`src/rtl/display_scan_ctrl.sv`:
```
// Multiplexed seven-segment scan controller with a dead-time guard between digits.
// Optional build macro LEADING_ZERO_BLANK_EN blanks leading zero digits.
module display_scan_ctrl #(
   parameter int NUM_DIGITS   = 8,
   parameter int GUARD_CYCLES = 16
) (
   input  logic        clk_in,
   input  logic        reset,
   input  logic        tick_in,
   input  logic        enable,
   input  logic [31:0] data_in,
   input  logic [7:0]  dp_in,
   input  logic        load,
   output logic        load_ack,
   output logic [7:0]  anode,
   output logic [6:0]  cathode,
   output logic        dp
);

   typedef enum logic [1:0] {IDLE = 2'd0, DRIVE = 2'd1, GUARD = 2'd2} state_t;

   localparam logic [2:0] LAST_IDX   = 3'(NUM_DIGITS - 1);
   localparam logic [7:0] GUARD_LAST = 8'(GUARD_CYCLES - 1);

   function automatic logic [6:0] hex_seg(input logic [3:0] n);
      logic [6:0] s;
      case (n)
         4'h0: s = 7'h40;
         4'h1: s = 7'h79;
         4'h2: s = 7'h24;
         4'h3: s = 7'h30;
         4'h4: s = 7'h19;
         4'h5: s = 7'h12;
         4'h6: s = 7'h02;
         4'h7: s = 7'h78;
         4'h8: s = 7'h00;
         4'h9: s = 7'h10;
         4'hA: s = 7'h08;
         4'hB: s = 7'h03;
         4'hC: s = 7'h46;
         4'hD: s = 7'h21;
         4'hE: s = 7'h06;
         default: s = 7'h0E;
      endcase
      return s;
   endfunction

   logic        tick_s1_q, tick_s1_d;
   logic        tick_s2_q, tick_s2_d;
   logic        tick_s3_q, tick_s3_d;
   logic        scan_step_q, scan_step_d;
   state_t      state_q, state_d;
   logic [2:0]  idx_q, idx_d;
   logic [7:0]  guard_cnt_q, guard_cnt_d;
   logic [31:0] shadow_data_q, shadow_data_d;
   logic [7:0]  shadow_dp_q, shadow_dp_d;
   logic [31:0] active_data_q, active_data_d;
   logic [7:0]  active_dp_q, active_dp_d;
   logic        pending_q, pending_d;
   logic        load_ack_q, load_ack_d;
   logic [7:0]  anode_q, anode_d;
   logic [6:0]  cathode_q, cathode_d;
   logic        dp_q, dp_d;
   logic        commit;
   logic [3:0]  nibble;
`ifdef LEADING_ZERO_BLANK_EN
   logic [2:0]  msd;
`endif

   always_comb begin
      tick_s1_d     = tick_in;
      tick_s2_d     = tick_s1_q;
      tick_s3_d     = tick_s2_q;
      // registered edge detect: step lands 3 cycles after the tick rises
      scan_step_d   = tick_s2_q & ~tick_s3_q;
      state_d       = state_q;
      idx_d         = idx_q;
      guard_cnt_d   = guard_cnt_q;
      shadow_data_d = shadow_data_q;
      shadow_dp_d   = shadow_dp_q;
      active_data_d = active_data_q;
      active_dp_d   = active_dp_q;
      pending_d     = pending_q;
      load_ack_d    = 1'b0;
      commit        = 1'b0;

      case (state_q)
         IDLE: begin
            if (enable && scan_step_q) state_d = DRIVE;
         end
         DRIVE: begin
            if (!enable) begin
               state_d = IDLE;
            end else if (scan_step_q) begin
               state_d     = GUARD;
               guard_cnt_d = 8'd0;
            end
         end
         GUARD: begin
            if (!enable) begin
               state_d = IDLE;
            end else if (guard_cnt_q == GUARD_LAST) begin
               state_d = DRIVE;
               if (idx_q == LAST_IDX) begin
                  idx_d  = 3'd0;
                  commit = pending_q;
               end else begin
                  idx_d = idx_q + 3'd1;
               end
            end else begin
               guard_cnt_d = guard_cnt_q + 8'd1;
            end
         end
         default: state_d = IDLE;
      endcase

      if (commit) begin
         active_data_d = shadow_data_q;
         active_dp_d   = shadow_dp_q;
         pending_d     = 1'b0;
         load_ack_d    = 1'b1;
      end
      // a load on the commit edge lands in shadow after the old shadow moves out
      if (load) begin
         shadow_data_d = data_in;
         shadow_dp_d   = dp_in;
         pending_d     = 1'b1;
      end

      nibble    = active_data_d[{idx_d, 2'b00} +: 4];
      anode_d   = 8'hFF;
      cathode_d = 7'h7F;
      dp_d      = 1'b1;
`ifdef LEADING_ZERO_BLANK_EN
      msd = 3'd0;
      for (int k = 1; k < NUM_DIGITS; k++)
         if (active_data_d[4*k +: 4] != 4'd0) msd = 3'(k);
`endif
      if (state_d == DRIVE) begin
         anode_d   = ~(8'd1 << idx_d);
         cathode_d = hex_seg(nibble);
         dp_d      = ~active_dp_d[idx_d];
`ifdef LEADING_ZERO_BLANK_EN
         if (idx_d > msd && !active_dp_d[idx_d]) cathode_d = 7'h7F;
`endif
      end
   end

   always_ff @(posedge clk_in or posedge reset) begin
      if (reset) begin
         tick_s1_q     <= 1'b0;
         tick_s2_q     <= 1'b0;
         tick_s3_q     <= 1'b0;
         scan_step_q   <= 1'b0;
         state_q       <= IDLE;
         idx_q         <= 3'd0;
         guard_cnt_q   <= 8'd0;
         shadow_data_q <= 32'd0;
         shadow_dp_q   <= 8'd0;
         active_data_q <= 32'd0;
         active_dp_q   <= 8'd0;
         pending_q     <= 1'b0;
         load_ack_q    <= 1'b0;
         anode_q       <= 8'hFF;
         cathode_q     <= 7'h7F;
         dp_q          <= 1'b1;
      end else begin
         tick_s1_q     <= tick_s1_d;
         tick_s2_q     <= tick_s2_d;
         tick_s3_q     <= tick_s3_d;
         scan_step_q   <= scan_step_d;
         state_q       <= state_d;
         idx_q         <= idx_d;
         guard_cnt_q   <= guard_cnt_d;
         shadow_data_q <= shadow_data_d;
         shadow_dp_q   <= shadow_dp_d;
         active_data_q <= active_data_d;
         active_dp_q   <= active_dp_d;
         pending_q     <= pending_d;
         load_ack_q    <= load_ack_d;
         anode_q       <= anode_d;
         cathode_q     <= cathode_d;
         dp_q          <= dp_d;
      end
   end

   assign load_ack = load_ack_q;
   assign anode    = anode_q;
   assign cathode  = cathode_q;
   assign dp       = dp_q;

endmodule

```
`config.mk`:
```
export PLATFORM = sky130hd
export DESIGN_NAME = display_scan_ctrl
export DESIGN_NICKNAME = d
export VERILOG_FILES = /design/src/rtl/display_scan_ctrl.sv
export SDC_FILE = /design/constraint.sdc
export NUM_CORES = 1
export LEC_CHECK = 0
export BUFFER_PORTS_ARGS = -buffer_cell sky130_fd_sc_hd__buf_2
export CAP_MARGIN = 5
export CORE_MARGIN = 4
export CORE_UTILIZATION = 30
export CTS_CLUSTER_DIAMETER = 40
export DETAILED_ROUTE_END_ITERATION = 10
export PLACE_DENSITY = 0.48
export RECOVER_POWER = 25
export SLEW_MARGIN = 20
export SYNTH_ARGS = -nofsm -noshare
export SYNTH_HDL_FRONTEND = slang
export SYNTH_SLANG_ARGS = --single-unit
```
`constraint.sdc`:
```
create_clock -name clk_in -period 4.6 [get_ports clk_in]
set_clock_uncertainty 0.2 [all_clocks]
set_input_delay 0.23 -clock clk_in [delete_from_list [all_inputs] [get_ports clk_in]]
set_output_delay 0.23 -clock clk_in [all_outputs]
set_load 0.03 [all_outputs]
```
==> results by group, run 1 <==
Outcome
  – Outcome: finished with violations
  – Violated checks: max-capacitance violations, max-slew violations

Global route
  – Vias in the first global route: 3867
  – GRT Util Overall: 0.131
  – Initial antenna violation count: 0
  – Global-route wire length before repair: 20500 µm
  – Total grt overflow: 0
  – Largest net degree at the start of global routing: 86

STA
  – Max-slew headroom: -1.12
  – Worst-Margin Slew: 3180 ps
  – RSZ-0062 raised after global routing: no
  – Fin crit share: 0.846
  – Setup slack after layout: 709 ps
  – Final Hold Viols: 0
  – Final TNS setup: 0 ps
  – Max Clock Freq: 257 MHz
  – Pins Over Slew Limit: 128
  – Endpoints failing setup: 0
  – Min Tclk post-route: 3890 ps

Final layout
  – # diodes: 0
  – Finished Cell Area: 0.00684 mm²
  – Share of layout cells above drive strength 1: 0.339
  – Area Overhead vs Synth: 29.1%
  – Final #Nets: 607
  – Final Non-Filler Cells: 791

Drt
  – WL final: 12100 µm
  – Pre-Repair DR Iteration Count: 4
  – Initial DRC count: 187
  – Post-DRT Antenna Nets: 0
  – DRC viols: 0
  – Wire per inst: 15.3 µm
  – Via density: 4.70
  – Vias: 3717

Hold path
  – Worst hold start: tick_s1_q
  – Worst Hold Depth: 0
  – Worst Hold Class: reg -> reg

Worst setup path
  – Worst-path maximum fanout: 7
  – Levels on crit path: 12
  – CP required: 4710 ps
  – RR Startpoint: guard_cnt_q[0]
  – Crit. End Element: register
  – Worst EP arrival: 4000 ps
  – Crit path cell chain: ha_1, nand4b_1, nor3_4, mux2i_2, inv_1, a221oi_1, o31ai_1, a32oi_2, inv_1, ha_1, o21ai_0, o221ai_1
  – WS Path Type: reg -> reg
  – Worst path slowest cell: mux2i_2
  – Worst Reg2Reg Path Length in Cells: 12
  – CP delay by family, top: compound AO/OA/AOI/OAI gates
  – CP max stage delay: 500 ps
  – Bufs and invs on worst path: 2
  – Critical Path Source: guard_cnt_q[0]
  – CP Launch Type: register

Synth
  – EDFF count, synth: 0
  – Syn_nets: 500
  – Distinct cell type count after synthesis: 70
  – #FFs+latches synth: 115
  – Largest area contributor in the netlist: dfrtp_1
  – Synth Instances: 446
  – Post-synth top flop: dfrtp_1
  – Post-synth top area share: 0.467
  – Synth top area cells: dfrtp_1 (47%), mux2_2 (12%), dfstp_2 (7.9%)
  – Synth warn: 0
  – Mapped Area: 0.00530 mm²
  – Async S/R FF share, synth: 1.00
  – Syn_area_per_cell: 11.9 µm²
  – Register area share after synthesis: 0.547

Placement
  – Dpl hpwl: 8450 µm
  – Placed Cells: 717
  – Placer congestion estimate: 0.801
  – Setup WS pre-CTS: 656 ps
  – DP Area: 0.00582 mm²
  – IO buf count: 61

Clock tree
  – Root buf cell: clkbuf_16
  – Total CTS buffers: 17
  – Max Root-Sink Buffers: 2
  – Clock Sink Count: 115
  – Clock Latency Late Sink: 410 ps
  – CTS tree: yes
  – Resized Gates After CTS: 0
  – Setup bufs post-CTS: 0
  – Hold buffers post-CTS: 42
  – CTS H-tree lvls: 4
  – Clk slew on worst S/H paths: 50 ps

Floorplanning
  – Boundary pin count: 62
  – Num rows: 48
  – DIE HEIGHT: 141 µm
  – Starting Density: 0.306
  – Core box area: 0.0173 mm²
  – Die area: 0.0199 mm²
  – DIE WIDTH: 141 µm

Power
  – Worst VDD drop: 0.233 mV
  – Design Power: 2.61 mW
  – Power Density: 381 mW/mm²
  – Leak: 3.23 nW

Flow run
  – Max-cap viol count: 2
logic make-up after synthesis:
logic type,Yosys count,share of synthesized area
compound gates,61,0.0965
xor+xnor,7,0.0116
fa+ha+maj,9,0.0212
buf+inv,38,0.0328
flops,115,0.547
mux,71,0.150
simple gates,145,0.141
worst reg2reg max path: cells and delay by family (launching register included):
| family | cells | cell delay [ps] |
|---|---|---|
| simple gates | 2 | 740 |
| compound gates | 5 | 1120 |
| buf+inv | 2 | 400 |
| mux | 1 | 500 |
| fa+ha+maj | 2 | 490 |
| flops | 1 | 360 |
report_power, final:
part | total [mW] | internal [mW] | switching (mW) | leakage [nW]
sequential | 1.10 | 1.07 | 0.0339 | 1.44
combinational | 0.172 | 0.0904 | 0.0821 | 1.50
clock | 1.33 | 0.898 | 0.431 | 0.294
total | 2.61 | 2.06 | 0.547 | 3.23
cells in the mapped netlist (all sizes together), types with 5 or more instances:
library cell and instances:
dfrtp 99, nand2 76, mux2 60, nor2 20
inv 19, dfstp 16, buf 13, o21ai 12
mux2i 11, ha 9, nand3 8, nand2b 7
clkbuf 6, a31oi 5, and2 5
through the flow:
step,hold WS [ps],util
floorplan,61.4,-
global placement,139,0.336
detailed placement,143,0.336
CTS,154,0.396
global route,165,0.396
finish,150,0.396
registers in the layout (all words and copies together) (netlist names), 2 cells and up:
signal and cells:
active_data_q 32, anode 8, active_dp_q 8, guard_cnt_q 8, idx_q 3, shadow_data_q 32
cathode 7, shadow_dp_q 8, state_q 2
layer usage:
| layer | track usage | share of wire | vias to the layer above |
|---|---|---|---|
| li1 | - | - | 1795 |
| met1 | 0.170 | 0.47 | 1842 |
| met2 | 0.210 | 0.48 | 63 |
| met3 | 0.0410 | 0.038 | 17 |
| met4 | 0.0433 | 0.015 | 0 |
| met5 | 0 | 0 | - |
final timing paths:
kind	to	slack, ps
worst max-delay path	cathode[5]	710
worst min-delay path	tick_s2_q	150
worst max register to register	cathode[5]	710
worst min register to register	tick_s2_q	150
max in group asynchronous	shadow_data_q[24]	1030
min in group asynchronous	guard_cnt_q[3]	1330
layout by cell type, fill, tap and decap left out, drive strengths merged, types with 9 or more instances in the layout:
cell,instances
buf,64
o21ai,12
clkbuf,30
mux2i,11
dfrtp,99
inv,19
ha,9
dfstp,16
nand2,76
dlygate4sd3,42
nor2,20
mux2,60
cell type report:
cell class | count | area [µm²]
fill | 1708 | 10500
clock inverter | 3 | 67.6
tap | 225 | 282
inverter | 19 | 71.3
multi-input combinational | 293 | 2230
timing repair buffer | 107 | 754
clock buffer | 29 | 541
sequential | 115 | 2900
Power figures use the tool's default switching activity.
==> inputs of run 2 (changes only) <==
ABC_AREA = 1   (was not set)
PLACE_DENSITY = 0.49   (was 0.48)
clock period = 3.13 ns   (was 4.6 ns; I/O delays follow)
==> run 2 against run 1 <==
The run still ends with max-capacitance violations, max-slew violations left. Non-clock buffer count up 13. Fmax rose by 37%. Sequential share of layout area shrank 0.29 points. Global-route usage rose by 0.60 points. Register-to-register slack got worse by 420 ps. Via count increased by 13%. Sequential power rose by 45%. Area after synthesis down 2.0%. Utilization increased by 1.6 points. Sequential cell count is the same. Count of clock-buffer cells in the layout down 7. Critical path type unchanged.
==> results by group, run 2 <==
Outcome
  – Outcome: finished with violations
  – Violated checks: max-capacitance violations, max-slew violations

Synth
  – EDFF count, synth: 0
  – Distinct cell type count after synthesis: 34
  – #FFs+latches synth: 115
  – Post-synth top flop: dfrtp_1
  – Top post-synthesis cells by count: nand2_1 (208), dfrtp_1 (99), inv_1 (79)
  – Register area share after synthesis: 0.558
  – Synth top area cells: dfrtp_1 (48%), nand2_1 (15%), dfstp_2 (8.1%)
  – Async S/R FF share, synth: 1.00
  – Synth Instances: 613
  – Top-count cell post-synth: nand2_1
  – Syn_nets: 667
  – Largest area contributor in the netlist: dfrtp_1
  – Post-synth top area share: 0.477
  – Syn_area_per_cell: 8.47 µm²
  – Mapped Area: 0.00519 mm²
  – Synth warn: 0

Power
  – Worst VDD drop: 0.381 mV
  – Leak: 3.45 nW
  – Power Density: 562 mW/mm²
  – Design Power: 3.87 mW

Flow run
  – Max-cap viol count: 1

Worst setup path
  – Worst-path maximum fanout: 32
  – Crit. End Element: register
  – CP max stage delay: 410 ps
  – CP Launch Type: register
  – Bufs and invs on worst path: 4
  – RR Startpoint: idx_q[0]
  – Crit path cell chain: ha_1, ha_1, nand2_1, clkinv_1, nand3_4, buf_12, nand2_1, o21ai_1, nor2_1, nor2_1, nand3_1, nand2_2, inv_2, ha_1, inv_1, nand3_1, nand3_1, nand3_1
  – CP delay by family, top: simple AND/OR/NAND/NOR gates
  – Critical Path Source: idx_q[0]
  – Worst EP arrival: 2970 ps
  – CP required: 3270 ps
  – WS Path Type: reg -> reg
  – Worst path slowest cell: dfrtp_1
  – CP dominant cell by count: nand3_1

Hold path
  – Worst Hold Class: in -> reg
  – Worst hold start: load

Floorplanning
  – Core box area: 0.0168 mm²
  – Die area: 0.0195 mm²
  – DIE WIDTH: 140 µm
  – Boundary pin count: 62
  – DIE HEIGHT: 140 µm
  – Num rows: 47
  – Starting Density: 0.310

Drt
  – Initial DRC count: 214
  – DRC viols: 0
  – Wire per inst: 13.1 µm
  – Via density: 4.35
  – Vias: 4206
  – WL final: 12600 µm
  – Pre-Repair DR Iteration Count: 4
  – Post-DRT Antenna Nets: 0

Clock tree
  – Clk slew on worst S/H paths: 60 ps
  – CTS tree: yes
  – Clock Latency Late Sink: 420 ps
  – CTS H-tree lvls: 4
  – Clock Sink Count: 115
  – Root buf cell: clkbuf_16
  – Total CTS buffers: 17
  – Max Root-Sink Buffers: 2

STA
  – Setup slack after layout: 292 ps
  – Final Hold Viols: 0
  – Pins Over Slew Limit: 41
  – Hold WS: 133 ps
  – Max Clock Freq: 352 MHz
  – Endpoints failing setup: 0
  – Max-slew headroom: -0.288
  – RSZ-0062 raised after global routing: no
  – Final TNS setup: 0 ps
  – Fin crit share: 0.907
  – Min Tclk post-route: 2840 ps
  – Worst-Margin Slew: 1920 ps

Final layout
  – Core Util, Final: 0.411
  – Final Non-Filler Cells: 967
  – Share of layout cells above drive strength 1: 0.207
  – # diodes: 0
  – Finished Cell Area: 0.00689 mm²
  – Area Overhead vs Synth: 32.6%
  – Leading registers by flop count: active_data_q: 32 flops, shadow_data_q: 32 flops
  – Commonest non-fill, non-tap cells in the layout: nand2_1 (205), dfrtp_1 (99), inv_1 (77), buf_2 (60), dlygate4sd3_1 (43)
  – Final #Nets: 788
  – Most common cell after layout, fill and taps aside: nand2_1

Global route
  – GRT Util Overall: 0.137
  – Global-route wire length before repair: 21400 µm
  – Vias in the first global route: 4426
  – Initial antenna violation count: 0
  – Largest net degree at the start of global routing: 60
  – Total grt overflow: 0

Placement
  – Placer congestion estimate: 0.821
  – Dpl hpwl: 8530 µm
  – IO buf count: 61
  – Setup WS pre-CTS: 125 ps
  – DP Area: 0.00579 mm²
  – Placed Cells: 887
[run 2: cell types whose count changed in the layout (fill, tap and decap cells not counted), moves of 20 or more]
cell / previous run / this run
o21ai_1: 4 / 24
inv_1: 16 / 77
o21ai_0: 8 / 29
mux2_2: 57 / 0
nor2_1: 20 / 42
nand2_1: 76 / 205
[run 2: final timing paths]
| check | endpoint | slack, ps | cells after the start |
|---|---|---|---|
| setup / recovery | cathode[0] | 290 | 18 |
| min in group asynchronous | shadow_data_q[11] | 580 | 3 |
| hold reg to reg | tick_s2_q | 150 | 0 |
| max in group asynchronous | anode[2] | 1040 | 4 |
| setup reg to reg | cathode[0] | 290 | 18 |
| hold / removal | shadow_data_q[23] | 130 | 4 |
[run 2: cell families after synthesis]
kind of cell               synth area share
AOI/OAI and AO/OA                    0.0744
DFF                                   0.558
adders and majority gates            0.0217
and+or+nand+nor                       0.263
buffers and inverters                0.0831
[run 2: final cells by class]
cell class	count	area, µm²
clock buffer	22	464
fill	1687	9870
clock inverter	10	155
tap	220	275
timing repair buffer	120	892
inverter	85	320
multi-input combinational	395	1890
sequential	115	2900
[run 2: layer usage]
layer  GRT usage  part of all wire  vias to the layer above
met5           0                 0                        -
met4      0.0505             0.018                        0
met3      0.0367             0.030                       17
met2       0.231              0.49                       69
met1       0.170              0.46                     1975
li1            -                 -                     2145
[run 2: power by group]
| group | leakage, nW | internal, mW | switching [mW] |
|---|---|---|---|
| logic | 1.80 | 0.0968 | 0.139 |
| registers | 1.36 | 1.56 | 0.0327 |
| clock network | 0.300 | 1.37 | 0.679 |
| total | 3.45 | 3.02 | 0.850 |
[run 2: what timing repair did]
action,CTS,global route
buffers inserted,0,5
endpoints found under the setup margin,0,7
resized for setup,0,8
hold buffers,43,0
endpoints found under the hold margin,70,0
[run 2: worst min-delay path: cells and delay by family]
family / cells / cell delay [ps]
buffers and inverters: 2 / 390
and+or+nand+nor: 2 / 170
==> inputs of run 3 (changes only) <==
ABC_AREA = not set   (was 1)
HOLD_SLACK_MARGIN = 0.1   (was not set)
==> run 3 against run 2 <==
The run ends with max-capacitance violations, max-slew violations, negative setup slack left. Combinational power is 35% higher. Power is 2.6% higher. Die area is 1.9% higher. Hold slack better by 13 ps. Sequential cell count stayed put. Sequential power hardly changed. Via count is 2.4% lower. First-iteration DRC count is 18% lower. Clock power hardly changed. Critical endpoint unchanged.
==> results by group, run 3 (synthesized netlist as in run 1, its figures left out) <==
Placement
  – IO buf count: 61
  – Setup WS pre-CTS: -179 ps
  – Dpl hpwl: 9320 µm
  – Placer congestion estimate: 0.870

Power
  – Sequential group share of total power: 0.409
  – Pint: 3.12 mW
  – Sw Share: 0.215
  – Gate power share: 0.080
  – Leak: 3.78 nW
  – NetSw: 0.854 mW
  – Design Power: 3.97 mW
  – Clk pwr share: 0.511
  – Worst VDD drop: 0.353 mV
  – Power Density: 494 mW/mm²

Final layout
  – Most common cell after layout, fill and taps aside: dfrtp_1
  – # diodes: 0
  – Final #Nets: 701
  – Commonest non-fill, non-tap cells in the layout: dfrtp_1 (98), buf_4 (80), nand2_1 (75), buf_2 (60), mux2_2 (53)
  – Share of layout cells above drive strength 1: 0.498
  – Leading registers by flop count: active_data_q: 32 flops, shadow_data_q: 32 flops
  – Area Overhead vs Synth: 51.7%

STA
  – Final Hold Viols: 0
  – Worst-Margin Slew: 2330 ps
  – Fin crit share: 1.04
  – Endpoints failing setup: 7
  – RSZ-0062 raised after global routing: yes
  – Max-slew headroom: -0.556
  – Max Clock Freq: 308 MHz
  – Setup slack after layout: -121 ps
  – Pins Over Slew Limit: 42
  – Min Tclk post-route: 3250 ps

Hold path
  – Worst Hold Class: reg -> reg

Worst setup path
  – Worst EP arrival: 3400 ps
  – Worst path slowest cell: or3b_4
  – Worst-path maximum fanout: 5
  – Bufs and invs on worst path: 3
  – WS Path Type: reg -> reg
  – CP required: 3280 ps
  – CP Launch Type: register
  – Crit path cell chain: ha_4, or3b_4, buf_6, nor4_4, nor2_4, inv_2, nor2_4, a221o_1, a32oi_4, buf_6, ha_4, nor3_2, mux2i_1, and3_1
  – CP max stage delay: 420 ps
  – CP delay by family, top: simple AND/OR/NAND/NOR gates
  – Crit. End Element: register

Clock tree
  – Clock Latency Late Sink: 420 ps
  – Max Root-Sink Buffers: 2
  – CTS tree: yes
  – Clk slew on worst S/H paths: 50 ps
  – Clock Sink Count: 115
  – Total CTS buffers: 17
  – Root buf cell: clkbuf_16
  – CTS H-tree lvls: 4

Outcome
  – Outcome: finished with violations
  – Violated checks: max-capacitance violations, max-slew violations, negative setup slack

Global route
  – Global-route wire length before repair: 22300 µm
  – GRT Util Overall: 0.142
  – Largest net degree at the start of global routing: 50
  – Total grt overflow: 0
  – Vias in the first global route: 4283
  – Initial antenna violation count: 0

Drt
  – WL final: 13400 µm
  – Via density: 4.64
  – Vias: 4105
  – Initial DRC count: 176
  – Pre-Repair DR Iteration Count: 4
  – Post-DRT Antenna Nets: 0
  – Wire per inst: 15.1 µm
  – DRC viols: 0

Floorplanning
  – Boundary pin count: 62
  – Die area: 0.0199 mm²
  – Num rows: 48
  – DIE WIDTH: 141 µm
  – Starting Density: 0.306
  – DIE HEIGHT: 141 µm
  – Core box area: 0.0173 mm²

Flow run
  – Max-cap viol count: 2
[run 3: cell count changes in the layout (fill, tap and decap cells not counted), sizes merged, moves of 11 or more]
cell   change
mux2i     +11
inv       -65
nand3     -23
nor2      -26
mux2      +60
nand2    -142
buf       +80
o21ai     -46
[run 3: per-layer routing]
layer  vias to the layer above  GRT usage  part of all wire
met5                         -          0                 0
met4                         0     0.0474             0.015
met3                        21     0.0380             0.035
met2                        75      0.227              0.48
met1                      2027      0.189              0.47
li1                       1982          -                 -
[run 3: worst paths after layout]
path | start | endpoint | slack (ps) | depth (start not counted)
worst min register to register | tick_s1_q | tick_s2_q | 150 | 0
worst max register to register | guard_cnt_q[1] | cathode[0] | -120 | 14
worst min-delay path | tick_s1_q | tick_s2_q | 150 | 0
worst max-delay path | guard_cnt_q[1] | cathode[0] | -120 | 14
max in group asynchronous | reset | anode[0] | 1170 | 4
min in group asynchronous | reset | guard_cnt_q[2] | 430 | 3
[run 3: power by group through the flow]
stage / registers [mW] / logic, mW / clock network [mW]
after floorplan: 1.65 / 0.137 / 0
after global placement: 1.64 / 0.254 / 0
after detailed placement: 1.64 / 0.260 / 0
after CTS: 1.62 / 0.316 / 2.08
after global routing: 1.63 / 0.354 / 2.14
final: 1.62 / 0.318 / 2.03
[run 3: layout make-up]
class                           instances  area, µm²
Tap cell                              225        282
Sequential cell                       115       2900
Timing Repair Buffer                  201       1610
Inverter                               19       77.6
Clock buffer                           22        464
Fill cell                            1587       9260
Multi-Input combinational cell        293       2550
Clock inverter                         10        158
[run 3: metrics by stage]
stage,utilization,instance area (µm²),std cells,TNS (ps),hold slack [ps]
after detailed placement,0.371,6420,779,-789,81.4
after global placement,0.371,6420,779,-528,71.1
after floorplan,-,5400,446,-180,-12.1
after global routing,0.465,8040,885,-1490,149
after CTS,0.451,7810,874,-172,147
final,0.465,8040,885,-390,146
[run 3: what timing repair did]
| item | in CTS | in global routing |
|---|---|---|
| setup endpoints to repair | 7 | 7 |
| hold buffers | 43 | 0 |
| pin swaps | 19 | 15 |
| resized for setup | 35 | 24 |
| gates cloned | 1 | 1 |
| buffers inserted | 20 | 12 |
| hold endpoints to repair | 72 | 0 |
